**config.mk**
```make
export PLATFORM = sky130hd
export DESIGN_NAME = ifu
export DESIGN_NICKNAME = d
export VERILOG_FILES = /design/src/rtl/ifu_pkg.sv /design/src/rtl/ifu_skid_buf.sv /design/src/rtl/ifu.sv
export SDC_FILE = /design/constraint.sdc
export NUM_CORES = 1
export LEC_CHECK = 0
export CAP_MARGIN = 20
export CORE_ASPECT_RATIO = 2
export CORE_MARGIN = 8
export CORE_UTILIZATION = 55
export DETAILED_ROUTE_END_ITERATION = 10
export GPL_TIMING_DRIVEN = 0
export PLACE_DENSITY = 0.83
export SLEW_MARGIN = 10
export SYNTH_ARGS = -nofsm -noshare
export SYNTH_HDL_FRONTEND = slang
export SYNTH_HIERARCHICAL = 1
export SYNTH_SLANG_ARGS = --single-unit
```
**constraint.sdc**
```tcl
create_clock -name clk -period 3.7 [get_ports clk]
set_input_delay 0.74 -clock clk [delete_from_list [all_inputs] [get_ports clk]]
set_output_delay 0.74 -clock clk [all_outputs]
set_load 0.01 [all_outputs]
```
**src/rtl/ifu_pkg.sv**
```systemverilog
// Shared types and constants for the instruction fetch unit.
package ifu_pkg;

    localparam int XLEN        = 32;
    localparam int INSTR_BYTES = 4;
    localparam logic [31:0] NOP_INSTR = 32'h0000_0013;

    typedef struct packed {
        logic [31:0]     instr;
        logic [XLEN-1:0] curr_pc;
        logic [XLEN-1:0] next_pc;
    } decode_signals;

    typedef enum logic [1:0] {
        REQ   = 2'd0,
        STALL = 2'd1,
        DROP  = 2'd2
    } ifu_state_e;

endpackage

```
**src/rtl/ifu_skid_buf.sv**
```systemverilog
// One-entry skid buffer holding a fetched word and its PC while the decoder stalls.
import ifu_pkg::*;

module ifu_skid_buf #(
    parameter int XLEN = 32
) (
    input  logic            clk,
    input  logic            rst,
    input  logic            push,
    input  logic            pop,
    input  logic            flush,
    input  logic [31:0]     push_instr,
    input  logic [XLEN-1:0] push_pc,
    output logic            full,
    output logic [31:0]     head_instr,
    output logic [XLEN-1:0] head_pc
);

    logic            full_r;
    logic [31:0]     instr_r;
    logic [XLEN-1:0] pc_r;

    // occupancy flag; flush wins over a same-cycle push
    always_ff @(posedge clk) begin
        if (rst || flush) begin
            full_r <= 1'b0;
        end else if (push) begin
            full_r <= 1'b1;
        end else if (pop) begin
            full_r <= 1'b0;
        end else begin
            full_r <= full_r;
        end
    end

    // payload storage, only written on push
    always_ff @(posedge clk) begin
        if (rst) begin
            instr_r <= NOP_INSTR;
            pc_r    <= {XLEN{1'b0}};
        end else if (push) begin
            instr_r <= push_instr;
            pc_r    <= push_pc;
        end else begin
            instr_r <= instr_r;
            pc_r    <= pc_r;
        end
    end

    assign full       = full_r;
    assign head_instr = instr_r;
    assign head_pc    = pc_r;

endmodule

```
**src/rtl/ifu.sv**
```systemverilog
// Instruction fetch unit: PC, single-outstanding fetch FSM, OUT slot plus skid buffer.
// Optional IFU_PERF_CNT_EN adds delivered-instruction and decoder-stall counters.
import ifu_pkg::*;

module ifu #(
    parameter int              XLEN     = ifu_pkg::XLEN,
    parameter logic [XLEN-1:0] RESET_PC = {XLEN{1'b0}}
) (
    input  logic            clk,
    input  logic            rst,
    input  logic            redirect_valid,
    input  logic [XLEN-1:0] redirect_pc,
    output logic            imem_req,
    output logic [XLEN-1:0] imem_addr,
    input  logic            imem_ack,
    input  logic [31:0]     imem_rdata,
    output logic            id_valid,
    input  logic            id_ready,
`ifdef IFU_PERF_CNT_EN
    output logic [XLEN-1:0] perf_fetch_cnt,
    output logic [XLEN-1:0] perf_stall_cnt,
`endif
    output decode_signals   signals_out
);

    localparam logic [XLEN-1:0] PC_INC   = XLEN'(INSTR_BYTES);
    localparam logic [XLEN-1:0] PC_ALIGN = {{(XLEN-2){1'b1}}, 2'b00};

    ifu_state_e      state_r, state_nxt_s;
    logic [XLEN-1:0] pc_r, pc_nxt_s;
    logic [XLEN-1:0] drop_addr_r, drop_addr_nxt_s;
    logic            out_valid_r, out_valid_nxt_s;
    decode_signals   out_r, out_nxt_s;
    logic            req_block_r;
    logic            imem_req_s, ack_s, consume_s;
    logic            skid_push_s, skid_pop_s, skid_flush_s, skid_full_s;
    logic [31:0]     skid_instr_s;
    logic [XLEN-1:0] skid_pc_s;

    ifu_skid_buf #(.XLEN(XLEN)) u_skid (
        .clk        (clk),
        .rst        (rst),
        .push       (skid_push_s),
        .pop        (skid_pop_s),
        .flush      (skid_flush_s),
        .push_instr (imem_rdata),
        .push_pc    (pc_r),
        .full       (skid_full_s),
        .head_instr (skid_instr_s),
        .head_pc    (skid_pc_s)
    );

    // req_block_r keeps the bus quiet for the first cycle after reset
    assign imem_req_s = (state_r != STALL) && !req_block_r;
    assign ack_s      = imem_ack && imem_req_s;
    assign consume_s  = out_valid_r && id_ready;

    // next-state, PC and OUT/SKID steering
    always_comb begin
        state_nxt_s     = state_r;
        pc_nxt_s        = pc_r;
        drop_addr_nxt_s = drop_addr_r;
        out_valid_nxt_s = out_valid_r;
        out_nxt_s       = out_r;
        skid_push_s     = 1'b0;
        skid_pop_s      = 1'b0;
        skid_flush_s    = 1'b0;
        if (redirect_valid) begin
            out_valid_nxt_s = 1'b0;
            skid_flush_s    = 1'b1;
            pc_nxt_s        = redirect_pc & PC_ALIGN;
            case (state_r)
                REQ: begin
                    if (ack_s) begin
                        state_nxt_s = REQ;
                    end else begin
                        state_nxt_s     = DROP;
                        drop_addr_nxt_s = pc_r;
                    end
                end
                STALL: state_nxt_s = REQ;
                // a stale request that completes this cycle needs no further drop
                DROP: begin
                    if (ack_s) begin
                        state_nxt_s = REQ;
                    end else begin
                        state_nxt_s = DROP;
                    end
                end
                default: state_nxt_s = REQ;
            endcase
        end else begin
            if (consume_s) begin
                out_valid_nxt_s = 1'b0;
            end else begin
                out_valid_nxt_s = out_valid_r;
            end
            case (state_r)
                REQ: begin
                    if (ack_s) begin
                        pc_nxt_s = pc_r + PC_INC;
                        if (!out_valid_r || consume_s) begin
                            out_valid_nxt_s = 1'b1;
                            out_nxt_s = '{instr: imem_rdata, curr_pc: pc_r,
                                          next_pc: pc_r + PC_INC};
                        end else begin
                            skid_push_s = 1'b1;
                            state_nxt_s = STALL;
                        end
                    end else begin
                        state_nxt_s = REQ;
                    end
                end
                STALL: begin
                    if (consume_s && skid_full_s) begin
                        skid_pop_s      = 1'b1;
                        out_valid_nxt_s = 1'b1;
                        out_nxt_s = '{instr: skid_instr_s, curr_pc: skid_pc_s,
                                      next_pc: skid_pc_s + PC_INC};
                        state_nxt_s = REQ;
                    end else if (!skid_full_s) begin
                        state_nxt_s = REQ;
                    end else begin
                        state_nxt_s = STALL;
                    end
                end
                DROP: begin
                    if (ack_s) begin
                        state_nxt_s = REQ;
                    end else begin
                        state_nxt_s = DROP;
                    end
                end
                default: state_nxt_s = REQ;
            endcase
        end
    end

    // state, PC and OUT registers
    always_ff @(posedge clk) begin
        if (rst) begin
            state_r     <= REQ;
            pc_r        <= RESET_PC;
            drop_addr_r <= RESET_PC;
            out_valid_r <= 1'b0;
            out_r       <= '{instr: NOP_INSTR, curr_pc: RESET_PC,
                             next_pc: RESET_PC + PC_INC};
            req_block_r <= 1'b1;
        end else begin
            state_r     <= state_nxt_s;
            pc_r        <= pc_nxt_s;
            drop_addr_r <= drop_addr_nxt_s;
            out_valid_r <= out_valid_nxt_s;
            out_r       <= out_nxt_s;
            req_block_r <= 1'b0;
        end
    end

    assign imem_req    = imem_req_s;
    assign imem_addr   = (state_r == DROP) ? drop_addr_r : pc_r;
    assign id_valid    = out_valid_r;
    assign signals_out = out_r;

`ifdef IFU_PERF_CNT_EN
    logic [XLEN-1:0] fetch_cnt_r, stall_cnt_r;

    // delivery and decoder-stall counters, wrap naturally
    always_ff @(posedge clk) begin
        if (rst) begin
            fetch_cnt_r <= {XLEN{1'b0}};
            stall_cnt_r <= {XLEN{1'b0}};
        end else begin
            fetch_cnt_r <= fetch_cnt_r + XLEN'(out_valid_r && id_ready);
            stall_cnt_r <= stall_cnt_r + XLEN'(out_valid_r && !id_ready);
        end
    end

    assign perf_fetch_cnt = fetch_cnt_r;
    assign perf_stall_cnt = stall_cnt_r;
`endif

endmodule

```
Word level (Yosys, flattened, before mapping). Cells that the tools add are included.

$add $sub $neg: 2. $mul: 0. Div/mod/pow operators: 0. Order comparisons: 0. Eq/ne operators: 7. Shift operators: 0. Multiplexer cells: 32. Bitwise gates (word level): 2. Reductions and logical operators: 19.

Operators by type and width (count): 2-to-1 mux 96 bit (3); one-hot mux 96 bit (2 select lines) (1); 2-to-1 mux 32 bit (4); adder 32 x 3 -> 32 bit (second input constant) (2); 2-to-1 mux 1 bit (17); 2-to-1 mux 2 bit (5); nonzero test 2 bit (4); != test 2 bit (second input constant) (3); one-hot mux 2 bit (3 select lines) (1); AND reduction 5 bit (1); logical AND 1 bit (4); != test 4 bit (second input constant) (1); AND reduction 2 bit (2); OR reduction 2 bit (2); AND reduction 3 bit (1); equality test 2 x 1 -> 1 bit (second input constant) (1); equality test 2 bit (second input constant) (1); zero test 1 bit (2); zero test 2 bit (1); logical OR 1 bit (2); != test 2 x 1 -> 1 bit (second input constant) (1); inverter 1 bit (2); one-hot mux 1 bit (2 select lines) (1).

Flip-flop bits (word level): 229. Latch bits: 0. Bits in writable memories: 0. ROM bits: 0. Output and inout port bits: 130. Logic and storage cells: 74. Memories kept: 0.

Logic depth before layout (Yosys ltp).
Word-level depth: 7. Gate-level depth with buffers: 9. Gate-level depth less buffers: 6.

Hierarchy. The synthesis kept the hierarchy.

By module, submodules not included: ifu (instances 1, cells an instance 1094, area an instance 8443.1 um2, seq. area each 3163.0 um2); ifu_skid_buf (instances 1, cells an instance 211, area an instance 2344.7 um2, seq. area each 1301.2 um2).

Least setup slack after synthesis. Ideal clock, no wire load.

Path type: input to register. Start: input port imem_ack. End: register u_skid.pc_r[17] (netlist: u_skid/head_pc[17]). Library setup time: 0.128 ns. Arrival time: 2.406 ns. Required time: 3.572 ns. Slack: 1.167 ns. Cell stages on the path: 9. Buffers on the path: 5. Path through: or4b_1 > clkbuf_1 > clkbuf_1 > nor3b_1 > buf_6 > buf_12 > buf_8 > mux2i_1 > nor2_1.

Word-level cells in the longest chain between the ends: 4.

Ends and longest elaborated chain: from (decl) (RTL line ifu.sv:15) `input logic imem_ack,`; logical AND 1 bit (RTL line ifu.sv:55) `assign ack_s = imem_ack && imem_req_s;`; 2-to-1 mux 1 bit (RTL line ifu.sv:100) `if (ack_s) begin`; 2-to-1 mux 1 bit (RTL line ifu.sv:98) `case (state_r)`; 2-to-1 mux 1 bit (RTL line ifu.sv:68) `if (redirect_valid) begin`; via skid_push_s (RTL line ifu.sv:36) `logic skid_push_s, skid_pop_s, skid_flush_s, skid_full_s;`; to (signal assigned) (RTL line ifu_skid_buf.sv:40) `pc_r <= {XLEN{1'b0}};`; to (signal assigned) (RTL line ifu_skid_buf.sv:43) `pc_r <= push_pc;`; to (signal assigned) (RTL line ifu_skid_buf.sv:46) `pc_r <= pc_r;`; to (decl) (RTL line ifu_skid_buf.sv:21) `logic [XLEN-1:0] pc_r;`.

The timed path passes the listed nets, and every way through them passes these cells. A chain may end at the register's enable or synchronous reset.

Final worst setup path.
Start: register state_r[0]. End: output port imem_req.

Word-level cells in the longest chain between the ends: 2.

Ends and longest elaborated chain: from (decl) (RTL line ifu.sv:29) `ifu_state_e state_r, state_nxt_s;`; from (signal assigned) (RTL line ifu.sv:150) `state_r <= state_nxt_s;`; != test 2 x 1 -> 1 bit (RTL line ifu.sv:54) `assign imem_req_s = (state_r != STALL) && !req_block_r;`; logical AND 1 bit (RTL line ifu.sv:54); to (decl) (RTL line ifu.sv:13) `output logic imem_req,`.

Every way passes these cells.

==> results.py <==
metrics = {
    "outcome": {
        "outcome": "finished with violations",
        "violations": "design-rule violations",
    },
    "placed_design": {
        "gp_congestion": 0.937,
        "port_buffers": 194,
        "dp_worst_setup_slack_ps": -99.7,
        "post-dp-hpwl_um": 29200,
    },
    "cts": {
        "tritoncts": "done",
        "clk_path_buf_depth": 3,
        "htreeDepth": 1,
        "cts_sinks": 223,
        "clock-root-buffer": "clkbuf_16",
        "clk_pin_slew_ps": 80,
        "clock_latency_ps": 510,
        "cts_buffers": 20,
        "hold_buffers": 0,
    },
    "timing": {
        "fmax_mhz": 279,
        "min_period_ps": 3580,
        "setup_ws_ps": 117,
        "holdWs_ps": 453,
        "drv_slew": 0,
        "rsz0062_at_grt": "no",
        "finalSetupTns_ps": 0,
        "final_hold_viol_count": 0,
        "finalClockSkew_ps": 16.9,
        "relSlewSlack_pct": 38.4,
        "min_period_over_period_pct": 96.9,
        "worst_pin_slew_ps": 924,
        "setup_viol": 0,
    },
    "cells_and_area": {
        "n_antenna_cell": 0,
        "layout_common_cells": "nand2_1, dfxtp_1, clkdlybuf4s50_1",
        "nets": 1595,
        "syn_to_final_growth_pct": 27.7,
        "mostFrequentLayoutCell": "nand2_1",
        "fillers": 1604,
        "drive_gt1_share_pct": 7.41,
    },
    "detailed_routing": {
        "num_vias": 10800,
        "postRouteAntennaNets": 0,
        "detail_route.vias_per_cell": 6.03,
        "first_pass_iters": 8,
        "wl_per_cell_um": 21.6,
        "initialDrtViolationCount": 857,
        "drc": 1,
        "drt-total-wl_um": 38800,
    },
    "logic_synthesis": {
        "netlist_instances": 1305,
        "yosys.cell_types.count": 66,
        "seq_area_frac_synth_pct": 41.4,
        "ys.flop_type": "dfxtp_1",
        "ys_ff_latch": 223,
        "async_reset_ff_share_pct": 0,
        "synth.cell_area_um2": 10800,
        "synth_edf_count": 0,
        "yosys.area.top_type_share_pct": 41.4,
        "yosys-top-cells-area": "dfxtp_1, nand2_1, nor2_1, mux2i_1, a311oi_1",
        "yosysWarnings": 6,
        "syn_area_per_cell_um2": 8.27,
        "yosysTopAreaCell": "dfxtp_1",
    },
    "floorplan": {
        "core-area_um2": 19300,
        "num_rows": 72,
        "ios": 199,
        "start_util_pct": 56.0,
        "die_x_um": 115,
        "die_y_um": 214,
        "dieArea_um2": 24600,
    },
    "global_routing": {
        "grt_usage_pct": 30.9,
        "first_global_vias": 11000,
        "grt_pass1_wl_um": 59600,
        "antenna_found_initial": 0,
        "grt.overflow.total": 0,
        "grt_max_degree": 17,
    },
    "setup_path": {
        "criticalPathCategory": "flop to output pin",
        "critPathLaunchType": "flop",
        "critPathMaxFanout": 10,
        "cp.required_ps": 2960,
        "end_kind": "output pin",
        "arrival_ps": 2840,
    },
    "run": {
        "maxCapViolations": 0,
    },
    "power_and_ir_drop": {
        "power_mw": 5.63,
        "power_density_nw_per_um2": 409,
        "ir_worst_vdd_mv": 0.390,
        "leakagePower_nw": 4.67,
    },
    "worst_hold_path": {
        "min_path_type": "flop to flop",
    },
}
==> cells in the mapped netlist (all sizes together), types with 21 or more instances <==
| cell type | number |
|---|---|
| nand2 | 230 |
| dfxtp | 223 |
| nor2 | 177 |
| clkbuf | 94 |
| mux2i | 63 |
| a311oi | 61 |
| a21oi | 54 |
| nand3 | 37 |
| buf | 36 |
| nor3 | 35 |
| xnor2 | 31 |
| mux2 | 30 |
| nor4 | 27 |
| a211oi | 24 |
| xor2 | 23 |
| nand4 | 21 |
==> registers in the layout, summed over array words and instances, names as in the netlist <==
name / count
signals_out: 94
id_valid: 1
drop_addr_r: 30
pc_r: 30
u_skid/head_pc: 32
state_r: 2
u_skid/full: 1
req_block_r: 1
u_skid/head_instr: 32
==> cells by family (layout without fill, tap and decap cells) <==
kind of cell / Yosys count / count (layout) / synth area share, %
simple gates: 576 / 576 / 24.0
buf+inv: 140 / 370 / 6.30
fa+ha+maj: 2 / 2 / 0.232
mux: 93 / 93 / 8.98
flops: 223 / 223 / 41.4
compound gates: 216 / 216 / 14.7
xor+xnor: 54 / 54 / 4.38
other cells: 1 / 4 / 0.0348
==> final cells by class <==
class / instances / area, um2 / area share, %
buffer: 130 / 644 / 4.68
clock buffer: 28 / 612 / 4.44
clock inverter: 8 / 92.6 / 0.672
inverter: 10 / 37.5 / 0.273
multi-input combinational: 945 / 5660 / 41.1
sequential: 223 / 4460 / 32.4
tap: 259 / 324 / 2.35
timing repair buffer: 194 / 1940 / 14.1
==> timing repair <==
action / CTS / global route
gates resized for setup: 1 / 2
buffers inserted: 0 / 0
setup endpoints to repair: 1 / 1
endpoints found under the hold margin: 0 / 0
==> metal layers <==
metal | track usage, % | wire (um) | share of wire (%) | vias up
met5 | 0 | 0 | 0 | -
met4 | 22.8 | 3000 | 7.7 | 0
met3 | 4.82 | 2970 | 7.7 | 174
met2 | 54.8 | 19500 | 50 | 587
met1 | 31.4 | 13300 | 34 | 5068
li1 | - | - | - | 5013
==> through the flow <==
stage / util [%] / std cells / instance area (um2)
4_1_cts: 71.4 / 1797 / 13800
2_1_floorplan: - / 1308 / 10800
3_3_place_gp: 67.8 / 1761 / 13100
6_report: 71.4 / 1797 / 13800
5_1_grt: 71.4 / 1797 / 13800
3_5_place_dp: 67.8 / 1761 / 13100
==> report_power, final <==
| part | internal (mW) | switching, mW |
|---|---|---|
| sequential | 2.50 | 0.0731 |
| combinational | 0.373 | 0.440 |
| clock | 1.30 | 0.951 |
| total | 4.17 | 1.46 |
==> critical path, stage by stage (launching register included) <==
cell             delay (ps)
dfxtp_1                 450
nor2b_1                 170
clkbuf_1                450
clkbuf_2                370
clkbuf_2                320
nor2_1                   70
clkdlybuf4s50_1         510
==> final timing paths <==
path	start	endpoint	slack, ps	cells after the start
worst max-delay path	state_r[0]	imem_req	120	6
worst min-delay path	drop_addr_r[9]	drop_addr_r[9]	450	2
worst max register to register	state_r[1]	u_skid/head_pc[30]	700	9
worst min register to register	drop_addr_r[9]	drop_addr_r[9]	450	2
(Power assumes the default switching activity.)
